===== src/rtl/seq_cmp_unit.sv =====
// Multi-cycle set-on-compare unit: SLT/SLTU/SEQ/SNE via a serial A-B, CHUNK bits per cycle.
// Optional SEQ_CMP_EARLY_EXIT_EN: SEQ/SNE finish on the first non-zero difference chunk.
module seq_cmp_unit #(
   parameter int WIDTH = 32,
   parameter int CHUNK = 8
) (
   input  logic             clk,
   input  logic             rst,
   input  logic             in_valid,
   output logic             in_ready,
   input  logic [1:0]       op,
   input  logic [WIDTH-1:0] A,
   input  logic [WIDTH-1:0] B,
   output logic             out_valid,
   input  logic             out_ready,
   output logic [WIDTH-1:0] res
);

   localparam int N  = WIDTH / CHUNK;
   localparam int IW = (N > 1) ? $clog2(N) : 1;

   localparam logic [1:0] OP_SLT  = 2'b00;
   localparam logic [1:0] OP_SLTU = 2'b01;
   localparam logic [1:0] OP_SEQ  = 2'b10;
   localparam logic [1:0] OP_SNE  = 2'b11;

   typedef enum logic [1:0] {
      S_IDLE = 2'b00,
      S_RUN  = 2'b01,
      S_DONE = 2'b10
   } state_t;

   state_t           state_q, state_d;
   logic [WIDTH-1:0] a_q, a_d;
   logic [WIDTH-1:0] b_q, b_d;
   logic [1:0]       op_q, op_d;
   logic [IW-1:0]    idx_q, idx_d;
   logic             carry_q, carry_d;
   logic             zero_q, zero_d;
   logic             res_bit_q, res_bit_d;

   logic [CHUNK-1:0] a_chunk, b_chunk, diff;
   logic [CHUNK:0]   sum;
   logic             diff_zero, zero_n, last_chunk;

   // One slice of A + ~B + carry; carry-out of the final slice is the "no borrow" flag.
   always_comb begin
      a_chunk    = a_q[idx_q*CHUNK +: CHUNK];
      b_chunk    = b_q[idx_q*CHUNK +: CHUNK];
      sum        = {1'b0, a_chunk} + {1'b0, ~b_chunk} + {{CHUNK{1'b0}}, carry_q};
      diff       = sum[CHUNK-1:0];
      diff_zero  = (diff == '0);
      zero_n     = zero_q & diff_zero;
      last_chunk = (idx_q == IW'(N - 1));
   end

   always_comb begin
      state_d   = state_q;
      a_d       = a_q;
      b_d       = b_q;
      op_d      = op_q;
      idx_d     = idx_q;
      carry_d   = carry_q;
      zero_d    = zero_q;
      res_bit_d = res_bit_q;
      in_ready  = 1'b0;
      out_valid = 1'b0;

      unique case (state_q)
         S_IDLE: begin
            in_ready = 1'b1;
            if (in_valid) begin
               a_d     = A;
               b_d     = B;
               op_d    = op;
               carry_d = 1'b1;
               zero_d  = 1'b1;
               idx_d   = '0;
               state_d = S_RUN;
            end
         end
         S_RUN: begin
            carry_d = sum[CHUNK];
            zero_d  = zero_n;
            idx_d   = idx_q + 1'b1;
            if (last_chunk) begin
               idx_d   = '0;
               state_d = S_DONE;
               unique case (op_q)
                  // Differing signs decide SLT directly; equal signs cannot overflow.
                  OP_SLT:  res_bit_d = (a_q[WIDTH-1] == b_q[WIDTH-1]) ? diff[CHUNK-1] : a_q[WIDTH-1];
                  OP_SLTU: res_bit_d = ~sum[CHUNK];
                  OP_SEQ:  res_bit_d = zero_n;
                  OP_SNE:  res_bit_d = ~zero_n;
                  default: res_bit_d = 1'b0;
               endcase
            end
`ifdef SEQ_CMP_EARLY_EXIT_EN
            // Any non-zero slice already settles equality; op_q[0] distinguishes SNE from SEQ.
            if (op_q[1] && !diff_zero) begin
               idx_d     = '0;
               state_d   = S_DONE;
               res_bit_d = op_q[0];
            end
`endif
         end
         S_DONE: begin
            out_valid = 1'b1;
            if (out_ready) begin
               state_d = S_IDLE;
            end
         end
         default: state_d = S_IDLE;
      endcase
   end

   always_ff @(posedge clk) begin
      if (rst) begin
         state_q   <= S_IDLE;
         a_q       <= '0;
         b_q       <= '0;
         op_q      <= '0;
         idx_q     <= '0;
         carry_q   <= 1'b1;
         zero_q    <= 1'b1;
         res_bit_q <= 1'b0;
      end else begin
         state_q   <= state_d;
         a_q       <= a_d;
         b_q       <= b_d;
         op_q      <= op_d;
         idx_q     <= idx_d;
         carry_q   <= carry_d;
         zero_q    <= zero_d;
         res_bit_q <= res_bit_d;
      end
   end

   assign res = {{(WIDTH-1){1'b0}}, res_bit_q};

endmodule


===== config.mk =====
export PLATFORM = sky130hd
export DESIGN_NAME = seq_cmp_unit
export DESIGN_NICKNAME = d
export VERILOG_FILES = /design/src/rtl/seq_cmp_unit.sv
export SDC_FILE = /design/constraint.sdc
export NUM_CORES = 1
export LEC_CHECK = 0
export CAP_MARGIN = 20
export CORE_ASPECT_RATIO = 1.1
export CORE_MARGIN = 5
export CORE_UTILIZATION = 52
export DETAILED_ROUTE_END_ITERATION = 12
export HOLD_SLACK_MARGIN = 0.15
export PLACE_DENSITY = 0.88
export SETUP_SLACK_MARGIN = 0.1
export SKIP_LAST_GASP = 1
export SLEW_MARGIN = 20
export SYNTH_ARGS = -nofsm -noshare
export SYNTH_HDL_FRONTEND = slang
export SYNTH_SLANG_ARGS = --single-unit

===== constraint.sdc =====
create_clock -name clk -period 7.7 [get_ports clk]
set_input_delay 1.155 -clock clk [delete_from_list [all_inputs] [get_ports clk]]
set_output_delay 1.155 -clock clk [all_outputs]
set_load 0.02 [all_outputs]

==> out/metrics.cfg <==
[cts]
ctsHtreeMaxLevel=3
clock_path_buffers=2
cts_root_buf=clkbuf_8
postCtsResizedCells=0
numClockSinks=73
clkTransAtPathRegs_ps=80
post_cts_buffers=0
cts_tree=done
insertion_delay_ps=360
numCtsBuffers=9
cts_hold_buffers=0

[global_routing]
grt_max_degree=72
grt_pass1_vias=2994
grt_overflow=0
grt_antenna_before_repair=0
grt_util_all_layers_pct=19.0
grt_first_pass_wirelength_mm=13.6

[placed_design]
place_hpwl_mm=6.31
gp_congestion=0.873
placed_area_sq_mm=0.00425
place_ws_ps=4030
port_buffers=72

[route]
met2_length_mm=4.54
avgViaCountPerCell=5.30
wl_met3_um=526
drtAntennaViolNets=0
routed_wl_mm=8.63
wl_per_cell_um=14.7
wl_met1_mm=3.41
drcViolationCount=0
dr.max_layer_used=met4
first_pass_iters=5
drtIter0Drc=195
num_vias=3113

[yosys]
ys_warn_count=0
synthAdderAreaFrac_pct=3.85
synthCells=441
yosysTopAreaCellShare_pct=40.2
yosys.area.top_type=dfxtp_1
synth_edf_count=0
synthTopCellsByCount=nand2_1 (139), dfxtp_1 (73), a21oi_1 (70)
synthArstFlopShare_pct=0
synth-seq-area-share_pct=40.2
synthSimpleGateAreaFrac_pct=18.9
synth_xor_area_share_pct=1.20
syn_area_per_cell_sq_um=8.25
synth-seq-cells=73
ys_top_cells_by_area=dfxtp_1 (40%), nand2_1 (14%), mux4_2 (9.9%)
syn_area_sq_mm=0.00364
synth.area.mux_share_pct=10.5
synth_compound_area_share_pct=14.0
ys_types=42
synth_most_common_cell=nand2_1
synth_top_family_by_area=simple AND/OR/NAND/NOR gates
synth_flop_cell=dfxtp_1

[timing]
finalSetupTns_ps=0
max_slew_margin_pct=46.6
finalHoldViolCount=0
fmax_mhz=272
min_period_over_period_pct=47.8
setup_viol=0
rsz0062_at_grt=false
tightest_slew_ps=800
clock_skew_ps=7.96
period_needed_ps=3680
timing.final.ws_setup_ps=4020
slew_viol_final=0

[pwr]
total_power_mw=0.888
pwr-share-comb_pct=21.7
ir_drop_mv=0.136
swShare_pct=30.9
p_int_mw=0.614
pwr-share-clk_pct=31.7
powerDensity_mw_per_mm2=200
leakage_nw=1.70
seq_power_share_pct=46.6
p_switching_mw=0.274

[worst_hold_path]
worstHoldEndpoint=a_q[18]
worstHoldStart=a_q[18]
min_path_cells=2
hold_class=reg2reg

[worst_setup_path]
reg2regPathDepth=11
crit_path_max_fanout=18
worstPathRequired_ps=7970
cp-start-kind=flip-flop
reg2reg_from=idx_q[1]
endpoint_kind=flip-flop
cp.arrival_ps=3950
rr_endpoint=res_bit_q
worstSetupPathType=reg2reg
rrSetupSlack_ps=4020

[cells_and_area]
nNetsFinal=577
diodes=0
final_area_sq_mm=0.00444
drive_above_1_share_pct=8.57
syn_to_final_growth_pct=22.0
post-route-util_pct=64.1

[floorplanning]
initial_core_util_pct=52.5
die_y_um=97.7
core_sq_mm=0.00693
rows=32
die_area_sq_mm=0.00877
ios=104
die_w_um=89.8

[run_status]
outcome=complete, no violations

[run]
maxCapViolCount=0

[routing by layer]
layer | vias to the layer above | track usage, %
li1 | 1520 | -
met1 | 1473 | 21.9
met2 | 108 | 32.5
met3 | 12 | 5.78
met4 | 0 | 7.67
met5 | - | 0
[metrics by stage]
step           cells  hold slack [ps]
3_5_place_dp     571              448
5_1_grt          587              480
3_3_place_gp     571              440
4_1_cts          587              459
6_report         587              462
2_1_floorplan    471              433
[sequential cells by signal, indices dropped and copies added (netlist names)]
signal	count
state_q	2
a_q	32
op_q	2
zero_q	1
res_bit_q	1
b_q	32
carry_q	1
idx_q	2
[worst max-delay path, stage by stage, from the launching register on]
cell	delay, ps
dfxtp_1	850
mux4_2	370
inv_1	70
fa_1	430
fa_1	420
and2b_1	260
o211ai_2	120
nor4b_2	180
a2111oi_2	290
nand4b_1	190
xor2_1	180
a311oi_1	240
[final cells by class]
type	instances	area, sq um
fill	542	2490
multi-input combinational	321	1890
sequential	73	1460
timing repair buffer	74	731
clock buffer	9	124
tap	85	106
inverter	18	67.6
clock inverter	7	61.3
[power by group through the flow]
stage                     clock, mW  sequential, mW  combinational, mW
after global routing          0.306           0.416              0.211
after CTS                     0.284           0.414              0.191
after global placement            0           0.421              0.181
after detailed placement          0           0.422              0.189
final                         0.282           0.414              0.192
after floorplan                   0           0.416              0.145
[how the worst max path moves through the flow]
| stage | startpoint | to | slack (ps) | cells after the start |
|---|---|---|---|---|
| floorplan | idx_q[0] | res_bit_q | 4090 | 12 |
| global placement | idx_q[1] | res_bit_q | 4200 | 10 |
| detailed placement | idx_q[1] | res_bit_q | 4030 | 11 |
| CTS | idx_q[1] | res_bit_q | 4040 | 11 |
| global route | idx_q[1] | res_bit_q | 3700 | 11 |
| finish | idx_q[1] | res_bit_q | 4020 | 11 |
[cells in the final DEF, fill, tap and decap left out, drive strengths merged, types with 3 or more instances in the layout]
cell,n
nand2,139
dfxtp,73
clkdlybuf4s50,71
a21oi,70
conb,31
inv,21
mux4,16
clkbuf,9
ha,8
nor2,6
nor3,6
o21ai,6
xnor2,4
nor2b,3
o2111ai,3
buf,3
[logic make-up (layout without fill, tap and decap cells)]
kind of cell / count (synthesis) / in the layout
other: 1 / 31
xor gates and xnor gates: 5 / 5
and+or+nand+nor: 167 / 167
muxes: 18 / 18
buffers and inverters: 77 / 108
adders and majority gates: 10 / 10
AOI/OAI and AO/OA: 90 / 90
DFF: 73 / 73
Note: power is estimated with default switching activity, not from simulation.
